### src/rtl/lfsr_loader.sv
// Serial seed/tap loader feeding a Galois LFSR; the word commits one edge after its last bit, with a one-cycle reset_*_o pulse.
// The host paces bits with valid_i and there is no timeout. Defining LFSR_LOADER_PARITY_EN adds a trailing even-parity bit.
module lfsr_loader #(
    parameter int              BITS         = 8,
    parameter logic [BITS-1:0] DEFAULT_SEED = 8'h01,
    parameter logic [BITS-1:0] DEFAULT_TAPS = 8'hB8
) (
    input  logic            clk,
    input  logic            reset_i,
    input  logic            start_i,
    input  logic            target_i,
    input  logic            valid_i,
    input  logic            data_i,
    output logic            busy_o,
    output logic            error_o,
    output logic [BITS-1:0] seed_o,
    output logic [BITS-1:0] taps_o,
    output logic            reset_lfsr_o,
    output logic            reset_taps_o
);

    localparam int              CW       = $clog2(BITS + 1);
    localparam logic [CW-1:0]   CNT_FULL = CW'(BITS);

    typedef enum logic [1:0] {
        IDLE   = 2'd0,
        SHIFT  = 2'd1,
        COMMIT = 2'd2
    } state_t;

    state_t          state_q, state_d;
    logic [BITS-1:0] sr_q, sr_d;
    logic [CW-1:0]   cnt_q, cnt_d;
    logic            tgt_q, tgt_d;
    logic [BITS-1:0] seed_q, seed_d;
    logic [BITS-1:0] taps_q, taps_d;
    logic            busy_q, busy_d;
    logic            error_q, error_d;
    logic            rst_lfsr_q, rst_lfsr_d;
    logic            rst_taps_q, rst_taps_d;
    logic            word_done;
    logic            reject;

`ifdef LFSR_LOADER_PARITY_EN
    logic            par_q, par_d;
    logic            par_seen_q, par_seen_d;

    assign word_done = (cnt_q == CNT_FULL) && par_seen_q;
    assign reject    = (!tgt_q && (sr_q == '0)) || (par_q != (^sr_q));
`else
    assign word_done = (cnt_q == CNT_FULL);
    assign reject    = !tgt_q && (sr_q == '0);
`endif

    always_comb begin
        state_d    = state_q;
        sr_d       = sr_q;
        cnt_d      = cnt_q;
        tgt_d      = tgt_q;
        seed_d     = seed_q;
        taps_d     = taps_q;
        busy_d     = busy_q;
        error_d    = error_q;
        rst_lfsr_d = 1'b0;
        rst_taps_d = 1'b0;
`ifdef LFSR_LOADER_PARITY_EN
        par_d      = par_q;
        par_seen_d = par_seen_q;
`endif
        case (state_q)
            IDLE: begin
                if (start_i) begin
                    state_d    = SHIFT;
                    tgt_d      = target_i;
                    sr_d       = '0;
                    cnt_d      = '0;
                    error_d    = 1'b0;
                    busy_d     = 1'b1;
`ifdef LFSR_LOADER_PARITY_EN
                    par_seen_d = 1'b0;
`endif
                end
            end
            SHIFT: begin
                if (word_done) begin
                    // A rejected word leaves both output registers and pulses untouched.
                    if (reject) begin
                        state_d = IDLE;
                        busy_d  = 1'b0;
                        error_d = 1'b1;
                    end else begin
                        state_d = COMMIT;
                        if (tgt_q) begin
                            taps_d     = sr_q;
                            rst_taps_d = 1'b1;
                        end else begin
                            seed_d     = sr_q;
                            rst_lfsr_d = 1'b1;
                        end
                    end
                end else if (valid_i) begin
`ifdef LFSR_LOADER_PARITY_EN
                    if (cnt_q == CNT_FULL) begin
                        par_d      = data_i;
                        par_seen_d = 1'b1;
                    end else begin
                        sr_d  = {data_i, sr_q[BITS-1:1]};
                        cnt_d = cnt_q + CW'(1);
                    end
`else
                    sr_d  = {data_i, sr_q[BITS-1:1]};
                    cnt_d = cnt_q + CW'(1);
`endif
                end
            end
            COMMIT: begin
                state_d = IDLE;
                busy_d  = 1'b0;
            end
            default: begin
                state_d = IDLE;
                busy_d  = 1'b0;
            end
        endcase
    end

    // Reset holds both LFSR reset pulses high so the defaults load into the LFSR.
    always_ff @(posedge clk) begin
        if (reset_i) begin
            state_q    <= IDLE;
            sr_q       <= '0;
            cnt_q      <= '0;
            tgt_q      <= 1'b0;
            seed_q     <= DEFAULT_SEED;
            taps_q     <= DEFAULT_TAPS;
            busy_q     <= 1'b0;
            error_q    <= 1'b0;
            rst_lfsr_q <= 1'b1;
            rst_taps_q <= 1'b1;
`ifdef LFSR_LOADER_PARITY_EN
            par_q      <= 1'b0;
            par_seen_q <= 1'b0;
`endif
        end else begin
            state_q    <= state_d;
            sr_q       <= sr_d;
            cnt_q      <= cnt_d;
            tgt_q      <= tgt_d;
            seed_q     <= seed_d;
            taps_q     <= taps_d;
            busy_q     <= busy_d;
            error_q    <= error_d;
            rst_lfsr_q <= rst_lfsr_d;
            rst_taps_q <= rst_taps_d;
`ifdef LFSR_LOADER_PARITY_EN
            par_q      <= par_d;
            par_seen_q <= par_seen_d;
`endif
        end
    end

    assign busy_o       = busy_q;
    assign error_o      = error_q;
    assign seed_o       = seed_q;
    assign taps_o       = taps_q;
    assign reset_lfsr_o = rst_lfsr_q;
    assign reset_taps_o = rst_taps_q;

endmodule
### config.mk
export PLATFORM = sky130hd
export DESIGN_NAME = lfsr_loader
export DESIGN_NICKNAME = d
export VERILOG_FILES = /design/src/rtl/lfsr_loader.sv
export SDC_FILE = /design/constraint.sdc
export NUM_CORES = 1
export LEC_CHECK = 0
export CORE_MARGIN = 5
export CORE_UTILIZATION = 31
export CTS_BUF_LIST = sky130_fd_sc_hd__clkbuf_4
export CTS_CLUSTER_DIAMETER = 200
export DETAILED_ROUTE_END_ITERATION = 10
export DONT_BUFFER_PORTS = 1
export PLACE_DENSITY = 0.51
export SLEW_MARGIN = 5
export SYNTH_ARGS = -nofsm -noshare
export SYNTH_HDL_FRONTEND = slang
export SYNTH_SLANG_ARGS = --single-unit
### constraint.sdc
create_clock -name clk -period 2.65 [get_ports clk]
set_clock_uncertainty 0.1 [all_clocks]
set_input_delay 0.53 -clock clk [delete_from_list [all_inputs] [get_ports clk]]
set_output_delay 0.53 -clock clk [all_outputs]
set_load 0.005 [all_outputs]
==> flow_results.org <==
** Setup path
- Sequence of cells on the critical path :: inv_1 > ha_1 > nand3b_1 > buf_4 > a2111oi_2 > mux2i_1
- STA puts the critical path data required time at 2.83 ns.
- Critical path class :: register to register
- STA classifies the critical path startpoint as a register.
- Worst Path Buf+Inv :: 2
- Crit end category :: register
- Critical path's largest stage delay :: 0.46 ns
- In this run the critical register-to-register path is launched from cnt_q[0]$_SDFFE_PP0P_.
- Gate family responsible for the most delay along the worst path :: compound AO/OA/AOI/OAI gates
- Register-to-Register Path Depth :: 6
- Flop2flop setup slack :: 0.82 ns
- The slowest stage of the critical path is the sky130_fd_sc_hd__a2111oi_2 cell.
- The worst register-to-register path ends at seed_o[6]$_SDFFE_PP0P_.
- Maximum fanout along the worst path :: 14
- Arrival time worst endpoint :: 2.01 ns

** Synthesis
- Yosys mapped a number of flops with a built-in enable equal to 0.
- Cells after synthesis :: 164
- In this run, distinct cell masters in the synthesized netlist total 38.
- The mapped netlist covers 0.00155 mm².
- Top_reg_cell synth :: sky130_fd_sc_hd__dfxtp_1
- Flop and latch count out of synthesis :: 35
- Mean instance size in the synthesized netlist :: 9.48 µm²
- Multiplexer share of the synthesized area :: 13.2%
- Post-synthesis share of cell area spent on xor and xnor gates :: 0%
- For this run, the register share of the synthesized area comes to 45.1%.
- Dominant combinational cell family by area after synthesis :: simple AND/OR/NAND/NOR gates
- Simple logic cell fraction of the synthesized area :: 23.3%
- Complex-gate fraction of the synthesized area :: 11.3%
- Share of synthesized flip-flops with an asynchronous set or reset :: 0%
- Post-synthesis net count :: 172
- Synthesis Warnings :: 0
- Adder-Cell Fraction of Synth Area :: 1.61%

** Power and ir drop
- Reported net switching power :: 260 µW
- Across the VDD grid, the largest voltage drop is 0.000179 V.
- Of the total power, the share spent switching nets is 27.9%.
- Internal power comes to 670 µW.
- Total power per unit cell area :: 560 mW/mm²
- P_leak :: 0.609 nW
- Proportion of power drawn by the clock network :: 33.0%
- Power share of the combinational group :: 8.2%
- Sequential group share of total power :: 58.8%

** Place
- Count of input and output buffers :: 0
- Summed over all nets, the half-perimeter wirelength after detailed placement is 2580 µm.
- Final GP Congestion :: 0.732
- Worst slack at placement :: 0.859 ns

** Timing
- For the finished layout, the period the worst path requires is 1.83 ns.
- Setup violations remaining at the end of the flow were counted as 0.
- The tightest hold path in the finished design has a slack of 0.145 ns.
- Share of the cycle needed by the critical path after routing :: 69.0%
- Max transition margin :: 61.8%
- Unrepaired setup endpoints after global routing :: false
- Worst Slack Setup Final :: 0.820 ns
- At the pin with the least slew margin, the transition time is 0.572 ns.
- For this run, the top clock speed supported by timing is 0.547 GHz.
- Final Slew Violations :: 0
- Accumulated negative setup slack :: 0 ns
- The count of endpoints failing hold in the final timing report came to 0.

** Cells and area
- The number of antenna diodes in the final layout is 0.
- After the last flow step, the layout net total stands at 170.
- Filler cell count :: 490
- Once layout is complete, the utilization of the core stands at 34.7%.
- Compared with the post-synthesis result, the final layout area differs by 6.76%.
- Most common library cell in the layout ignoring fill and taps :: sky130_fd_sc_hd__dfxtp_1
- Fraction of layout cells with a size suffix above 1 :: 12.3%
- Most frequent cells in the layout :: 35 x sky130_fd_sc_hd__dfxtp_1, 19 x sky130_fd_sc_hd__mux2i_1, 19 x sky130_fd_sc_hd__nand2_1

** GRT
- Initial antenna violation count :: 0
- Entering global routing, the biggest net connects 23 pins.
- In the global route stage, overall resource usage came out at 12.1%.
- Global-route wire length before repair :: 6040 µm
- The total overflow left after global routing is 0.
- The number of global-route vias before repair was 1220.

** Run status
- The run finished with clean final reports.

** Floorplanning
- After floorplanning, the core was divided into 25 placement rows.
- Number of I/O pins :: 26
- Once the floorplan was initialized, standard cells occupied 32.5% of the core.
- The die is 80.8 µm wide.
- Height of the die :: 80.8 µm
- The die covers 0.00653 mm².
- In this run the standard cell core region covers 0.00479 mm².

** Worst hold path
- End point of the most critical hold path :: taps_o[6]$_SDFFE_PP0P_
- Hold Crit Start :: reset_i
- The worst hold path belongs to the class input pin to register.
- Cell depth of the worst min-delay path :: 1

** Routing
- Number of violations reported at the end of detailed-routing iteration 0 :: 87
- The count of nets left with antenna violations once routing finished came out at 0.
- In the routed design, unresolved DRC markers number 0.
- Per-cell routed wire length :: 16.1 µm
- TritonRoute pass-1 iters :: 4
- After detailed routing, the total wire length is 3700 µm.
- In the routed layout, each cell is associated on average with a via count of 5.20.
- Total vias in the final route :: 1196

** Clock tree
- Buffers inserted during clock tree synthesis total 5.
- After clock tree synthesis, the clock-pin slew on the worst setup and hold paths is 0.11 ns.
- The cell sitting at the root of the clock tree is a sky130_fd_sc_hd__clkbuf_4.
- For this design, the sink count on the clock tree is 35.
- Clock insertion delay at the later pin of the skew report :: 0.35 ns
- CTS Buffer Depth :: 2
- Buffers inserted by post-CTS timing repair :: 0
- TritonCTS clock tree :: done
- In this run, post-CTS hold repair placed 0 buffers.
- After clock tree synthesis, the repair step resized 0 gates.
- The H-tree was split into 2 levels.

** Flow run
- Max-cap violations in this run came to 0.
==> sequential cells by signal, summed over array words and instances, names as in the netlist <==
| register | cells |
|---|---|
| state_q | 2 |
| cnt_q | 4 |
| error_o | 1 |
| sr_q | 8 |
| reset_taps_o | 1 |
| busy_o | 1 |
| reset_lfsr_o | 1 |
| tgt_q | 1 |
| seed_o | 8 |
| taps_o | 8 |
==> cell type report <==
class | instances | area, µm² | share of cell area (%)
clock buffers | 5 | 37.5 | 2.26
clock inverters | 3 | 23.8 | 1.43
inverters | 4 | 15.0 | 0.905
well taps | 67 | 83.8 | 5.05
flip-flops and latches | 35 | 701 | 42.2
repair buffers | 4 | 30.0 | 1.81
multi-input cells | 112 | 768 | 46.3
==> per-layer routing <==
| metal | part of all wire (%) | track usage (%) | up-vias | wire length (µm) |
|---|---|---|---|---|
| met1 | 47 | 14.8 | 575 | 1720 |
| met4 | 1.1 | 3.55 | 0 | 42 |
| met3 | 5.9 | 4.99 | 5 | 217 |
| li1 | - | - | 596 | - |
| met2 | 46 | 19.6 | 20 | 1720 |
| met5 | 0 | 0 | - | 0 |
==> synthesized netlist by cell type (2+ instances only) <==
cell | number | share of area (%)
sky130_fd_sc_hd__mux2i_1 | 19 | 12
sky130_fd_sc_hd__nor2_1 | 4 | 0.97
sky130_fd_sc_hd__nand2_1 | 19 | 4.6
sky130_fd_sc_hd__nand4_1 | 6 | 2.4
sky130_fd_sc_hd__buf_2 | 2 | 0.64
sky130_fd_sc_hd__nor4_2 | 2 | 1.6
sky130_fd_sc_hd__inv_1 | 2 | 0.48
sky130_fd_sc_hd__a31oi_1 | 5 | 2.0
sky130_fd_sc_hd__nor4_1 | 5 | 2.0
sky130_fd_sc_hd__nand2b_1 | 2 | 0.81
sky130_fd_sc_hd__nor3_1 | 2 | 0.64
sky130_fd_sc_hd__a21oi_1 | 8 | 2.6
sky130_fd_sc_hd__or3_1 | 2 | 0.81
sky130_fd_sc_hd__clkbuf_1 | 7 | 1.7
sky130_fd_sc_hd__o31ai_1 | 5 | 2.4
sky130_fd_sc_hd__o21ai_0 | 4 | 1.3
sky130_fd_sc_hd__nand3_1 | 12 | 3.9
sky130_fd_sc_hd__dfxtp_1 | 35 | 45
sky130_fd_sc_hd__buf_4 | 3 | 1.4
sky130_fd_sc_hd__ha_1 | 2 | 1.6
==> metrics by stage <==
step | instances | power [mW] | instance area [µm²]
after detailed placement | 222 | 0.633 | 1600
after CTS | 230 | 0.945 | 1660
after floorplan | 164 | 0.622 | 1550
final | 230 | 0.929 | 1660
after global placement | 222 | 0.630 | 1600
after global routing | 230 | 0.978 | 1660
==> worst register-to-register path, cell delays in order, from the launching register on <==
cell	delay [ns]
sky130_fd_sc_hd__dfxtp_1	0.36
sky130_fd_sc_hd__inv_1	0.09
sky130_fd_sc_hd__ha_1	0.19
sky130_fd_sc_hd__nand3b_1	0.11
sky130_fd_sc_hd__buf_4	0.20
sky130_fd_sc_hd__a2111oi_2	0.46
sky130_fd_sc_hd__mux2i_1	0.25
==> power by group through the flow <==
| stage | logic, mW | clock network [mW] | registers, mW |
|---|---|---|---|
| final | 0.0759 | 0.307 | 0.546 |
| after global routing | 0.0824 | 0.348 | 0.548 |
| after CTS | 0.0758 | 0.322 | 0.547 |
| after detailed placement | 0.0752 | 0 | 0.558 |
| after global placement | 0.0729 | 0 | 0.557 |
| after floorplan | 0.0681 | 0 | 0.553 |
==> worst max-delay path by stage <==
stage,startpoint,to,cells past startpoint
floorplan,cnt_q[0]$_SDFFE_PP0P_,cnt_q[0]$_SDFFE_PP0P_,6
global placement,cnt_q[0]$_SDFFE_PP0P_,seed_o[2]$_SDFFE_PP0P_,6
detailed placement,cnt_q[0]$_SDFFE_PP0P_,seed_o[5]$_SDFFE_PP0P_,6
CTS,cnt_q[0]$_SDFFE_PP0P_,seed_o[5]$_SDFFE_PP0P_,6
global route,cnt_q[0]$_SDFFE_PP0P_,seed_o[5]$_SDFFE_PP0P_,6
finish,cnt_q[0]$_SDFFE_PP0P_,seed_o[6]$_SDFFE_PP0P_,6
==> cell families (layout without fill, tap and decap cells) <==
| family | count (synthesis) | in the layout |
|---|---|---|
| mux | 20 | 20 |
| buf+inv | 17 | 16 |
| simple gates | 64 | 64 |
| flops | 35 | 35 |
| compound gates | 26 | 26 |
| fa+ha+maj | 2 | 2 |
Power figures use the tool's default switching activity.
